--- config.mk ---
export PLATFORM = sky130hd
export DESIGN_NAME = modexp_seq
export DESIGN_NICKNAME = d
export VERILOG_FILES = /design/src/rtl/modexp_seq.sv
export SDC_FILE = /design/constraint.sdc
export NUM_CORES = 1
export LEC_CHECK = 0
export BUFFER_PORTS_ARGS = -buffer_cell sky130_fd_sc_hd__buf_2
export CAP_MARGIN = 20
export CORE_MARGIN = 3
export CORE_UTILIZATION = 45
export DETAILED_ROUTE_END_ITERATION = 10
export GPL_TIMING_DRIVEN = 0
export PLACE_DENSITY = 0.64
export RECOVER_POWER = 100
export SLEW_MARGIN = 20
export SYNTH_ARGS = -nofsm -noshare
export SYNTH_HDL_FRONTEND = slang
export SYNTH_SLANG_ARGS = --single-unit
--- constraint.sdc ---
create_clock -name clk -period 7.9 [get_ports clk]
set_clock_uncertainty 0.15 [all_clocks]
set_input_delay 0.395 -clock clk [delete_from_list [all_inputs] [get_ports clk]]
set_output_delay 0.395 -clock clk [all_outputs]
set_load 0.005 [all_outputs]
--- src/rtl/modexp_seq.sv ---
// modexp_seq: left-to-right square-and-multiply sequencer for an external modular
// multiplier. Issues accumulator-load and multiplier commands over a req/done handshake.
module modexp_seq (
  input  logic        clk,
  input  logic        rst,
  input  logic        start,
  input  logic [31:0] exp,
  input  logic        mm_done,
  output logic        busy,
  output logic        done,
  output logic        acc_load,
  output logic        acc_one,
  output logic        mm_req,
  output logic        mm_op,
  output logic [4:0]  bit_idx
);

  typedef enum logic [3:0] {
    IDLE,
    LEN,
    LOAD,
    CHECK,
    SQR_REQ,
    SQR_WAIT,
    MUL_REQ,
    MUL_WAIT,
    DONE
  } state_t;

  state_t      state_reg;
  logic [31:0] exp_reg;
  logic [5:0]  nbits_reg;
  logic [4:0]  bit_idx_reg;
  logic        busy_reg;
  logic        done_reg;
  logic        acc_load_reg;
  logic        acc_one_reg;
  logic        mm_req_reg;
  logic        mm_op_reg;

  // seen_above[i] is set when any exponent bit at position i or higher is set, so the
  // number of set flags equals the bit length of the exponent.
  logic [31:0] seen_above;
  logic [5:0]  nbits_next;

  generate
    for (genvar gi = 0; gi < 32; gi++) begin : g_seen_above
      assign seen_above[gi] = |exp_reg[31:gi];
    end
  endgenerate

  always_comb begin
    nbits_next = 6'd0;
    for (int i = 0; i < 32; i++) begin
      nbits_next = nbits_next + {5'd0, seen_above[i]};
    end
  end

  // Outputs are registered and set on the transition into the state that owns them.
  always_ff @(posedge clk) begin
    if (rst) begin
      state_reg    <= IDLE;
      exp_reg      <= 32'd0;
      nbits_reg    <= 6'd0;
      bit_idx_reg  <= 5'd0;
      busy_reg     <= 1'b0;
      done_reg     <= 1'b0;
      acc_load_reg <= 1'b0;
      acc_one_reg  <= 1'b0;
      mm_req_reg   <= 1'b0;
      mm_op_reg    <= 1'b0;
    end else begin
      done_reg     <= 1'b0;
      acc_load_reg <= 1'b0;
      acc_one_reg  <= 1'b0;
      mm_req_reg   <= 1'b0;
      case (state_reg)
        IDLE: begin
          if (start) begin
            exp_reg   <= exp;
            busy_reg  <= 1'b1;
            state_reg <= LEN;
          end
        end
        LEN: begin
          nbits_reg <= nbits_next;
          if (exp_reg == 32'd0) begin
            done_reg    <= 1'b1;
            acc_one_reg <= 1'b1;
            state_reg   <= DONE;
          end else begin
            // nbits_next == 32 wraps to 0 in five bits, so the decrement lands on 31.
            bit_idx_reg  <= nbits_next[4:0] - 5'd1;
            acc_load_reg <= 1'b1;
            state_reg    <= LOAD;
          end
        end
        LOAD: begin
          state_reg <= CHECK;
        end
        CHECK: begin
          if (bit_idx_reg == 5'd0) begin
            done_reg    <= 1'b1;
            acc_one_reg <= (nbits_reg == 6'd0);
            state_reg   <= DONE;
          end else begin
            bit_idx_reg <= bit_idx_reg - 5'd1;
            mm_req_reg  <= 1'b1;
            mm_op_reg   <= 1'b0;
            state_reg   <= SQR_REQ;
          end
        end
        SQR_REQ: begin
          state_reg <= SQR_WAIT;
        end
        SQR_WAIT: begin
          if (mm_done) begin
            if (exp_reg[bit_idx_reg]) begin
              mm_req_reg <= 1'b1;
              mm_op_reg  <= 1'b1;
              state_reg  <= MUL_REQ;
            end else begin
              state_reg <= CHECK;
            end
          end
        end
        MUL_REQ: begin
          state_reg <= MUL_WAIT;
        end
        MUL_WAIT: begin
          if (mm_done) begin
            state_reg <= CHECK;
          end
        end
        DONE: begin
          busy_reg  <= 1'b0;
          state_reg <= IDLE;
        end
        default: begin
          busy_reg  <= 1'b0;
          state_reg <= IDLE;
        end
      endcase
    end
  end

  assign busy     = busy_reg;
  assign done     = done_reg;
  assign acc_load = acc_load_reg;
  assign acc_one  = acc_one_reg;
  assign mm_req   = mm_req_reg;
  assign mm_op    = mm_op_reg;
  assign bit_idx  = bit_idx_reg;

endmodule

---- Yosys cells after proc, flatten, opt, wreduce, memory -nomap -nowiden ----
Cells that the tools add are included.
operators by class
  $add $sub $neg .......................... 33
  magnitude comparators ................... 1
  eq/ne operators ......................... 13
  mux-type cells .......................... 28
  bitwise gates (word level) .............. 2
  reductions and logical operators ........ 44
operators by type and width
  kind                number
  $add 6x1->6         26
  $logic_not 32->1    1
  $pmux 4 s8          1
  $reduce_or 32->1    1
  $reduce_or 31->1    1
  $reduce_or 30->1    1
  $reduce_or 29->1    1
  $reduce_or 28->1    1
  $reduce_or 27->1    1
  $reduce_or 26->1    1
  $reduce_or 25->1    1
  $reduce_or 24->1    1
  $reduce_or 23->1    1
  $reduce_or 22->1    1
  $reduce_or 21->1    1
  $mux 4              5
  $reduce_or 20->1    1
  $reduce_or 19->1    1
  $reduce_or 18->1    1
  $reduce_or 17->1    1
  $eq 4x3->1 const B  4
  $reduce_or 16->1    1
  $reduce_or 15->1    1
  $reduce_or 14->1    1
  other kinds (36)    65
storage, ports and cells
  register bits after elaboration ......... 53
  logic and storage cells ................. 131

---- Depth between registers and ports, before layout ----
Gate-level depths: netlist (run 1).
  depth after elaboration ................. 35
  mapped depth ............................ 26
  mapped depth without buffers ............ 25

---- Worst setup path after synthesis (run 1) ----
Ideal clock, no wire load.
  path kind ............................... reg-to-reg
  from .................................... register exp_reg[24]
  to ...................................... register bit_idx_reg[4] (netlist: bit_idx[4])
  setup time .............................. 0.116 ns
  arrival time ............................ 7.371 ns
  required time ........................... 7.634 ns
  path slack .............................. 0.263 ns
  stages on the path, launching flop included .. 27
  period minus slack after synthesis ...... 7.637 ns
  path through ............................ dfxtp_1 > or4_1 > or4b_1 > buf_2 > or3_4 > nor3b_4 > nand2b_2 > or3_1 > fa_1 > fa_1 > fa_1 > fa_1 > inv_1 > fa_1 > inv_1 > fa_1 > ha_1 > inv_1 > fa_1 > nand2_1 > o21ai_0 > ha_1 > inv_1 > nor2_1 > a31oi_1 > o22ai_1 > a31o_2
between the ends
  word-level cells in the longest chain between the ends .. 35
  elaborated cells between the ends (all ways) .. 62
RTL lines
  item                                                         RTL line  RTL
  start, declared                                              31        logic [31:0] exp_reg;
  start signal, assigned                                       80        exp_reg <= exp;
  $reduce_or 32->1 / $reduce_or 31->1 (equally long branches)  48        assign seen_above[gi] = |exp_reg[31:gi];
  $add 1x1->2                                                  55        nbits_next = nbits_next + {5'd0, seen_above[i]};
  $add 2x1->3                                                  55
  $add 3x1->4                                                  55
  $add 4x1->5                                                  55
  $add 5x1->6                                                  55
  $add 6x1->6 (26 in a row)                                    55
  $sub 5x1->5                                                  93        bit_idx_reg <= nbits_next[4:0] - 5'd1;
  $mux 5                                                       87        if (exp_reg == 32'd0) begin
  $pmux 5 s2                                                   77        case (state_reg)
  end signal, assigned                                         93
  end signal, assigned                                         107       bit_idx_reg <= bit_idx_reg - 5'd1;
  end, declared                                                33        logic [4:0] bit_idx_reg;
Several ways; a longest one is shown, not always the timed one. The select of a mux whose other input is x is not followed.
A chain may end at the register's enable or synchronous reset.

---- Final worst setup path (run 1) ----
  from .................................... register exp_reg[25]
  to ...................................... register bit_idx_reg[4] (netlist: bit_idx[4])
Same word-level chain as after synthesis.

==> results of run 1 <==
==> critical path, cell delays in order (launching register included) <==
cell and delay, ns:
dfxtp_2 0.34, or4_4 0.53, or4b_4 0.54, buf_6 0.15, or3_4 0.35, nor3b_4 0.25
nand2b_4 0.08, or3_4 0.39, fa_1 0.51, fa_1 0.52, fa_1 0.52, fa_1 0.51
inv_1 0.05, fa_1 0.51, inv_2 0.04, fa_1 0.47, ha_2 0.18, inv_2 0.04
fa_2 0.56, nand2_1 0.06, o21ai_1 0.09, ha_2 0.23, and3_4 0.21, nand2b_4 0.12
o2bb2ai_2 0.05, a31o_2 0.21
==> kinds of logic after synthesis <==
logic type      synth area share, %
flops                          30.8
fa+ha+maj                      16.9
simple gates                   24.6
buf+inv                        6.51
xor+xnor                      0.764
mux                            6.29
compound gates                 14.1
==> cell usage after synthesis, types with 2 or more instances <==
library cell,instances
a2111oi_0,4
a211oi_1,4
a21oi_1,44
a311oi_1,3
a31o_2,2
a31oi_1,3
and2_1,3
and3_1,3
buf_2,2
clkbuf_1,20
dfxtp_1,53
fa_1,24
ha_1,8
inv_1,36
mux2i_1,7
mux4_2,6
nand2_1,85
nand2b_1,4
nand3_1,7
nor2_1,30
nor2b_1,4
nor3_1,6
nor4_1,3
o211ai_1,3
o21ai_0,3
o22ai_1,3
o31ai_1,2
or2_2,5
or3_1,8
or4_1,9
xnor2_1,2
==> final cells by class <==
cell class	count	area (sq um)
Sequential cell	53	1060
Fill cell	698	3250
Tap cell	99	124
Timing Repair Buffer	54	285
Clock inverter	3	17.5
Buffer	23	95.1
Clock buffer	5	68.8
Multi-Input combinational cell	304	2290
Inverter	36	135
==> timing repair <==
| item | 4_1_cts | 5_1_grt |
|---|---|---|
| setup endpoints to repair | 3 | 3 |
| setup buffers | 1 | 8 |
| pin swaps | 3 | 19 |
| hold buffers | 0 | 0 |
| gates resized for setup | 2 | 30 |
==> stage by stage <==
| stage | cells | setup TNS (ns) | setup WS [ns] |
|---|---|---|---|
| after detailed placement | 560 | -0.539 | -0.226 |
| after CTS | 569 | 0 | 0.0355 |
| final | 577 | 0 | 0.153 |
| after floorplan | 416 | 0 | 0.263 |
| after global placement | 560 | -0.558 | -0.232 |
| after global routing | 577 | -0.0402 | -0.0373 |
==> routing by layer <==
| layer | wire length (um) | GRT usage (%) | up-vias | share of wire (%) |
|---|---|---|---|---|
| met2 | 4150 | 34.0 | 119 | 47 |
| met5 | 0 | 0 | - | 0 |
| li1 | - | - | 1535 | - |
| met4 | 141 | 5.98 | 0 | 1.6 |
| met3 | 510 | 3.22 | 12 | 5.8 |
| met1 | 3970 | 28.1 | 1454 | 45 |
==> worst min path at each step <==
stage                               to  slack [ns]  cells after the start
after global placement           mm_op        0.29                      2
after global routing        exp_reg[9]        0.16                      3
after CTS                  exp_reg[12]        0.15                      3
final                      exp_reg[12]        0.16                      3
after detailed placement  nbits_reg[5]        0.30                      2
after floorplan           nbits_reg[5]        0.28                      2
==> summary.txt, run 1 <==
Status
  • Status: complete, no violations

Clock tree
  • H-tree depth reported by CTS: 2
  • Clk sinks: 53
  • Clock-pin slew on the worst setup and hold paths: 0.11 ns
  • CTS buffer count: 5
  • Skew-Pair Late Insertion Delay: 0.32 ns
  • CTS root buf: clkbuf_8
  • Maximum buffer depth of the clock tree: 2
  • CTS tree: built

Setup path
  • Critical path class: reg2reg
  • Critical path endpoint category: register
  • Worst R2R Path Depth: 25
  • Data arrival time of the worst path: 7.82 ns
  • Start point of the critical path: exp_reg[25]
  • Worst EP required: 7.98 ns
  • Worst-path fanout max: 8
  • FF-to-FF End: bit_idx[4]
  • Critical R2R Launch: exp_reg[25]
  • R2r setup slk: 0.15 ns
  • Worst setup SP type: register
  • Critical Path End: bit_idx[4]

Global route
  • GRT overflow: 0
  • Largest net degree at the start of global routing: 17
  • Gr usage total: 20.7%
  • Vias in the first global route: 2917
  • Initial antenna violation count: 0
  • Global-route wire length before repair: 14.1 mm

Timing
  • Final worst path period share: 98.1%
  • Worst-margin pin slew: 0.660 ns
  • Slew Limit Fails: 0
  • Min Tclk post-route: 7.75 ns
  • Relative slew slack: 55.6%
  • Setup Viol. Count Final: 0
  • RSZ-0062 raised after global routing: true
  • Final Hold Violating Endpoints: 0
  • Final hold slack: 0.155 ns
  • Fmax achieved: 129 MHz

Place
  • Cell Area, Placed: 3790 sq um
  • Placer Congestion: 0.849
  • Detailed placer's ending HPWL: 6.71 mm
  • Port bufs: 45

Detailed routing
  • Initial DRC Count: 171
  • Wire per inst: 15.2 um
  • Post-route ant nets: 0
  • DRC viols: 0
  • 1st-pass router iterations: 4
  • DRT Wirelength: 8.78 mm
  • Vias per inst: 5.41
  • Vias after detailed routing: 3120

Final layout
  • Post-Route Utilization: 55.7%
  • Layout cells sized above 1: 20.9%
  • Post-route cell area: 4080 sq um
  • Most frequent cells in the layout: 85 x nand2_1, 51 x dfxtp_1, 43 x a21oi_1
  • Synth-to-Final Area Change: 18.6%
  • Most common cell after layout, fill and taps aside: nand2_1
  • Antenna fix cells: 0
  • Max reg flops: 32
  • Final layout net count: 545

Synth
  • Sequential-to-total area share from yosys stat: 30.8%
  • Post-Syn Instances: 416
  • Syn. warnings: 0
  • Synthesis-stage register bit count: 53
  • FFs w/ async S/R, synth: 0%
  • Synth Area per Inst: 8.27 sq um
  • Synth area leaders: dfxtp_1 31%, fa_1 14%, nand2_1 9.3%, a21oi_1 6.4%, inv_1 3.9%
  • Main flop type after synthesis: dfxtp_1
  • Post-synth cell types: 51
  • Synth area leader: dfxtp_1
  • Number of enable flip-flop cells after synthesis: 0
  • Synthesized cell area: 3440 sq um
  • Yosys top cell area share: 30.8%
  • Post-Synthesis Net Count: 484

Hold path
  • Hold crit path type: in2reg
  • Hold path startpoint: exp[12]

Die
  • Die height: 93.4 um
  • IO Pins: 47
  • Die width: 93.4 um
  • Core Region: 7330 sq um
  • Site Rows: 31
  • Initial core utilization: 46.9%
  • Die ar.: 8730 sq um

Flow run
  • # Max-Cap Violations: 0
Power of run 1 is not shown: default switching activity piles up to over one toggle a cycle in this logic, so the estimate is an artifact.
==> run 2, diff against run 1 <==
--- a/config.mk
+++ b/config.mk
@@ -7,6 +7,7 @@
 export LEC_CHECK = 0
 export BUFFER_PORTS_ARGS = -buffer_cell sky130_fd_sc_hd__buf_2
 export CAP_MARGIN = 20
+export CORE_ASPECT_RATIO = 1.75
 export CORE_MARGIN = 3
 export CORE_UTILIZATION = 45
 export DETAILED_ROUTE_END_ITERATION = 10
==> summary.txt, run 2 (synthesis gave the netlist of run 1 again) <==
Detailed routing
  • DRT Wirelength: 8.97 mm
  • DRC viols: 0
  • Initial DRC Count: 172
  • Vias after detailed routing: 3119
  • Wire per inst: 16.0 um
  • Post-route ant nets: 0
  • 1st-pass router iterations: 4
  • Vias per inst: 5.57

Place
  • Detailed placer's ending HPWL: 7.31 mm
  • Port bufs: 45
  • Pre-CTS WS: -0.180 ns
  • Placer Congestion: 0.893

Setup path
  • Critical path's slowest cell: fa_1
  • Start point of the critical path: exp_reg[24]
  • Slowest Stage Delay on Critical Path: 0.57 ns
  • Most used cell, CP: fa_1
  • Worst R2R Path Depth: 25
  • Worst-path fanout max: 6
  • FF-to-FF End: bit_idx[4]
  • Worst EP required: 7.95 ns
  • Data arrival time of the worst path: 7.70 ns
  • Critical path endpoint category: register
  • Worst setup SP type: register
  • Worst Path Buf+Inv: 4
  • Critical Path End: bit_idx[4]
  • R2r setup slk: 0.25 ns
  • Critical R2R Launch: exp_reg[24]
  • CP delay by family, top: adder cells
  • Critical path class: reg2reg
  • Crit path depth: 25

Final layout
  • Final layout net count: 542
  • Most common cell after layout, fill and taps aside: nand2_1
  • Antenna fix cells: 0
  • Post-Route Utilization: 55.1%
  • Layout cells sized above 1: 18.4%
  • FILL cells: 712
  • Most frequent cells in the layout: 85 x nand2_1, 51 x dfxtp_1, 44 x a21oi_1
  • Max reg flops: 32
  • Synth-to-Final Area Change: 17.4%

Clock tree
  • CTS buffer count: 5
  • Maximum buffer depth of the clock tree: 2
  • Post-cts hold buffer count: 0
  • CTS root buf: clkbuf_16
  • Clk sinks: 53
  • CTS tree: built
  • H-tree depth reported by CTS: 2
  • Skew-Pair Late Insertion Delay: 0.30 ns
  • Clock-pin slew on the worst setup and hold paths: 0.07 ns

Die
  • Initial core utilization: 46.9%
  • Die height: 122 um
  • Core Region: 7340 sq um
  • Site Rows: 41
  • Die width: 72.1 um
  • IO Pins: 47
  • Die ar.: 8770 sq um

Timing
  • Final hold slack: 0.175 ns
  • Worst-margin pin slew: 0.630 ns
  • Slew Limit Fails: 0
  • Setup Viol. Count Final: 0
  • Setup_tns: 0 ns
  • Relative slew slack: 56.9%
  • Final worst path period share: 96.8%
  • Min Tclk post-route: 7.65 ns
  • Final worst slack: 0.251 ns
  • Final Hold Violating Endpoints: 0
  • Fmax achieved: 131 MHz

Global route
  • Global-route wire length before repair: 14.7 mm
  • Vias in the first global route: 3037
  • Gr usage total: 21.9%
  • Initial antenna violation count: 0
  • Largest net degree at the start of global routing: 16
  • GRT overflow: 0

Hold path
  • Hold crit path type: in2reg

Flow run
  • # Max-Cap Violations: 0

Status
  • Status: complete, no violations
-- run 2: worst min-delay path by stage --
stage / from / end / slack (ns) / depth (start not counted)
after detailed placement: nbits_reg[2] / nbits_reg[2] / 0.30 / 2
after global routing: exp[25] / exp_reg[25] / 0.18 / 3
after CTS: exp[18] / exp_reg[18] / 0.17 / 3
after floorplan: nbits_reg[5] / nbits_reg[5] / 0.28 / 2
after global placement: mm_op / mm_op / 0.29 / 2
final: exp[23] / exp_reg[23] / 0.18 / 3
-- run 2: final cells by class --
cell class | count | area (sq um) | area share (%)
Clock inverter | 2 | 35.0 | 0.867
Buffer | 23 | 95.1 | 2.35
Multi-Input combinational cell | 304 | 2210 | 54.8
Clock buffer | 5 | 125 | 3.10
Sequential cell | 53 | 1060 | 26.3
Timing Repair Buffer | 51 | 263 | 6.51
Inverter | 36 | 135 | 3.35
Tap cell | 86 | 108 | 2.66
-- run 2: per-stage QoR --
stage,std cells,cell area [sq um]
6_report,560,4040
5_1_grt,560,4040
4_1_cts,555,3950
3_5_place_dp,547,3770
3_3_place_gp,547,3770
2_1_floorplan,416,3440
-- run 2: repair_timing --
action                                  in CTS  in global routing
endpoints found under the setup margin       3                  5
pin swaps                                    2                 14
endpoints found under the hold margin        0                  0
gates resized for setup                      2                 19
setup buffers                                1                  5
-- run 2: per-layer routing --
| layer | part of all wire, % | wire length, um | global-route usage (%) | up-vias |
|---|---|---|---|---|
| li1 | - | - | - | 1538 |
| met1 | 35 | 3160 | 22.6 | 1487 |
| met2 | 56 | 5050 | 40.6 | 73 |
| met3 | 4.2 | 381 | 3.47 | 21 |
| met4 | 4.1 | 369 | 12.1 | 0 |
| met5 | 0 | 0 | 0 | - |
-- run 2: worst register-to-register path, stage by stage, from the launching register on --
cell and delay, ns:
dfxtp_2 0.33, or4_4 0.53, or4b_4 0.53, buf_6 0.15
or3_4 0.36, nor3b_4 0.26, nand2b_4 0.08, or3_4 0.33
fa_1 0.47, fa_1 0.57, fa_1 0.43, fa_1 0.49
inv_1 0.05, fa_1 0.51, inv_2 0.04, fa_1 0.54
ha_1 0.16, inv_1 0.06, fa_2 0.57, nand2_1 0.06
o21ai_1 0.08, ha_2 0.23, and3_4 0.18, nand2b_1 0.10
o2bb2ai_1 0.07, a31o_2 0.20
Power of run 2 is left out for the same reason.
==> run 3, diff against run 2 <==
--- a/config.mk
+++ b/config.mk
@@ -12,7 +12,7 @@
 export CORE_UTILIZATION = 45
 export DETAILED_ROUTE_END_ITERATION = 10
 export GPL_TIMING_DRIVEN = 0
-export PLACE_DENSITY = 0.64
+export PLACE_DENSITY = 0.62
 export RECOVER_POWER = 100
 export SLEW_MARGIN = 20
 export SYNTH_ARGS = -nofsm -noshare
==> constraint.sdc (replaced) <==
create_clock -name clk -period 8.2 [get_ports clk]
set_clock_uncertainty 0.15 [all_clocks]
set_input_delay 0.41 -clock clk [delete_from_list [all_inputs] [get_ports clk]]
set_output_delay 0.41 -clock clk [all_outputs]
set_load 0.005 [all_outputs]
==> summary.txt, run 3 (synthesis gave the netlist of run 1 again) <==
Global route
  • Largest net degree at the start of global routing: 18
  • Vias in the first global route: 3074
  • GRT overflow: 0
  • M2 GR Usage: 39.5%
  • M1 GR Usage: 21.3%
  • Busiest grt layer: met2
  • Initial antenna violation count: 0
  • Global-route wire length before repair: 14.5 mm
  • GR Util met3: 4.46%
  • Gr usage total: 21.6%

Setup path
  • Data arrival time of the worst path: 7.90 ns
  • Worst setup SP type: register
  • Worst-path fanout max: 9
  • Critical path endpoint category: register
  • Worst EP required: 8.25 ns
  • Critical path class: reg2reg

Die
  • Die height: 122 um
  • Die ar.: 8770 sq um
  • IO Pins: 47
  • Initial core utilization: 46.9%
  • Site Rows: 41
  • Die width: 72.1 um
  • Core Region: 7340 sq um

Place
  • Port bufs: 45
  • Detailed placer's ending HPWL: 7.34 mm
  • Placer Congestion: 0.866
  • Cells after DPL: 547

Detailed routing
  • Initial DRC Count: 147
  • Vias per inst: 5.60
  • Post-route ant nets: 0
  • Vias after detailed routing: 3115
  • 1st-pass router iterations: 4
  • DRT Wirelength: 8.94 mm
  • DRC viols: 0
  • Wire per inst: 16.1 um

Timing
  • RSZ-0062 raised after global routing: false
  • Setup Viol. Count Final: 0
  • Setup_tns: 0 ns
  • Worst-margin pin slew: 0.594 ns
  • Final worst path period share: 95.8%
  • Slew Limit Fails: 0
  • Fmax achieved: 127 MHz
  • Min Tclk post-route: 7.85 ns
  • Relative slew slack: 60.4%
  • Final Hold Violating Endpoints: 0

Final layout
  • Final layout net count: 537
  • Most frequent cells in the layout: 85 x nand2_1, 53 x dfxtp_1, 44 x a21oi_1
  • Non-filler instance count after layout: 556
  • Antenna fix cells: 0
  • FILL cells: 737
  • Most common cell after layout, fill and taps aside: nand2_1
  • Max reg flops: 32
  • Layout cells sized above 1: 15.7%
  • Synth-to-Final Area Change: 14.8%

Clock tree
  • CTS buffer count: 5
  • Clock-pin slew on the worst setup and hold paths: 0.07 ns
  • Clk sinks: 53
  • CTS root buf: clkbuf_16
  • Post-cts hold buffer count: 0
  • H-tree depth reported by CTS: 2
  • Maximum buffer depth of the clock tree: 2
  • Skew-Pair Late Insertion Delay: 0.30 ns
  • CTS tree: built

Hold path
  • Hold crit path type: in2reg

Status
  • Status: complete, no violations

Flow run
  • # Max-Cap Violations: 0
## run 3: cell count changes in the layout (fill, tap and decap cells not counted), moves of 2 or more
cell and delta:
buf_4 -5, dfxtp_2 -2, inv_1 +2, buf_2 +2, dfxtp_1 +2, inv_2 -2
## run 3: stage by stage
step | cell area, sq um | worst slack (ns) | util (%) | hold slack, ns
4_1_cts | 3920 | 0.0448 | 53.4 | 0.185
3_3_place_gp | 3770 | 0.180 | 51.4 | 0.292
2_1_floorplan | 3440 | 0.563 | - | 0.277
6_report | 3950 | 0.348 | 53.8 | 0.194
5_1_grt | 3950 | 0.0173 | 53.8 | 0.192
3_5_place_dp | 3770 | 0.0628 | 51.4 | 0.296
## run 3: final timing paths
check / start / endpoint / slack, ns / cells past startpoint
max: exp_reg[24] / bit_idx[4] / 0.35 / 26
min reg2reg: nbits_reg[2] / nbits_reg[2] / 0.30 / 2
min: exp[22] / exp_reg[22] / 0.19 / 3
max reg2reg: exp_reg[24] / bit_idx[4] / 0.35 / 26
## run 3: area by class of cell
cell class              count  area [sq um]  area share (%)
clock inverters             3          21.3           0.539
plain buffers              23          88.8            2.25
flip-flops and latches     53          1060            26.9
repair buffers             46           226            5.74
multi-input cells         304          2180            55.3
clock buffers               5           125            3.17
well taps                  86           108            2.72
inverters                  36           135            3.42
## run 3: critical path, stage by stage (launching register included)
cell and delay, ns:
dfxtp_1 0.33, or4_1 0.53, or4b_1 0.50, buf_2 0.18, or3_4 0.43, nor3b_4 0.23, nand2b_2 0.11, or3_1 0.34
fa_1 0.56, fa_1 0.43, fa_1 0.47, fa_1 0.54, inv_1 0.05, fa_1 0.52, inv_1 0.06, fa_1 0.54
ha_1 0.17, inv_1 0.05, fa_1 0.49, nand2_1 0.08, o21ai_0 0.09, ha_2 0.23, inv_1 0.09, nor2_2 0.06
a31oi_1 0.17, o22ai_1 0.10, a31o_2 0.24
## run 3: repair_timing
action | in CTS | in global routing
setup buffers | 0 | 1
setup endpoints to repair | 0 | 5
resized for setup | 0 | 5
## run 3: metal layers
layer  vias to the layer above  wire (um)
met2                       101       4900
met4                         0        512
met5                         -          0
met1                      1459       3070
met3                        32        464
li1                       1523          -
Power of run 3 is left out for the same reason.
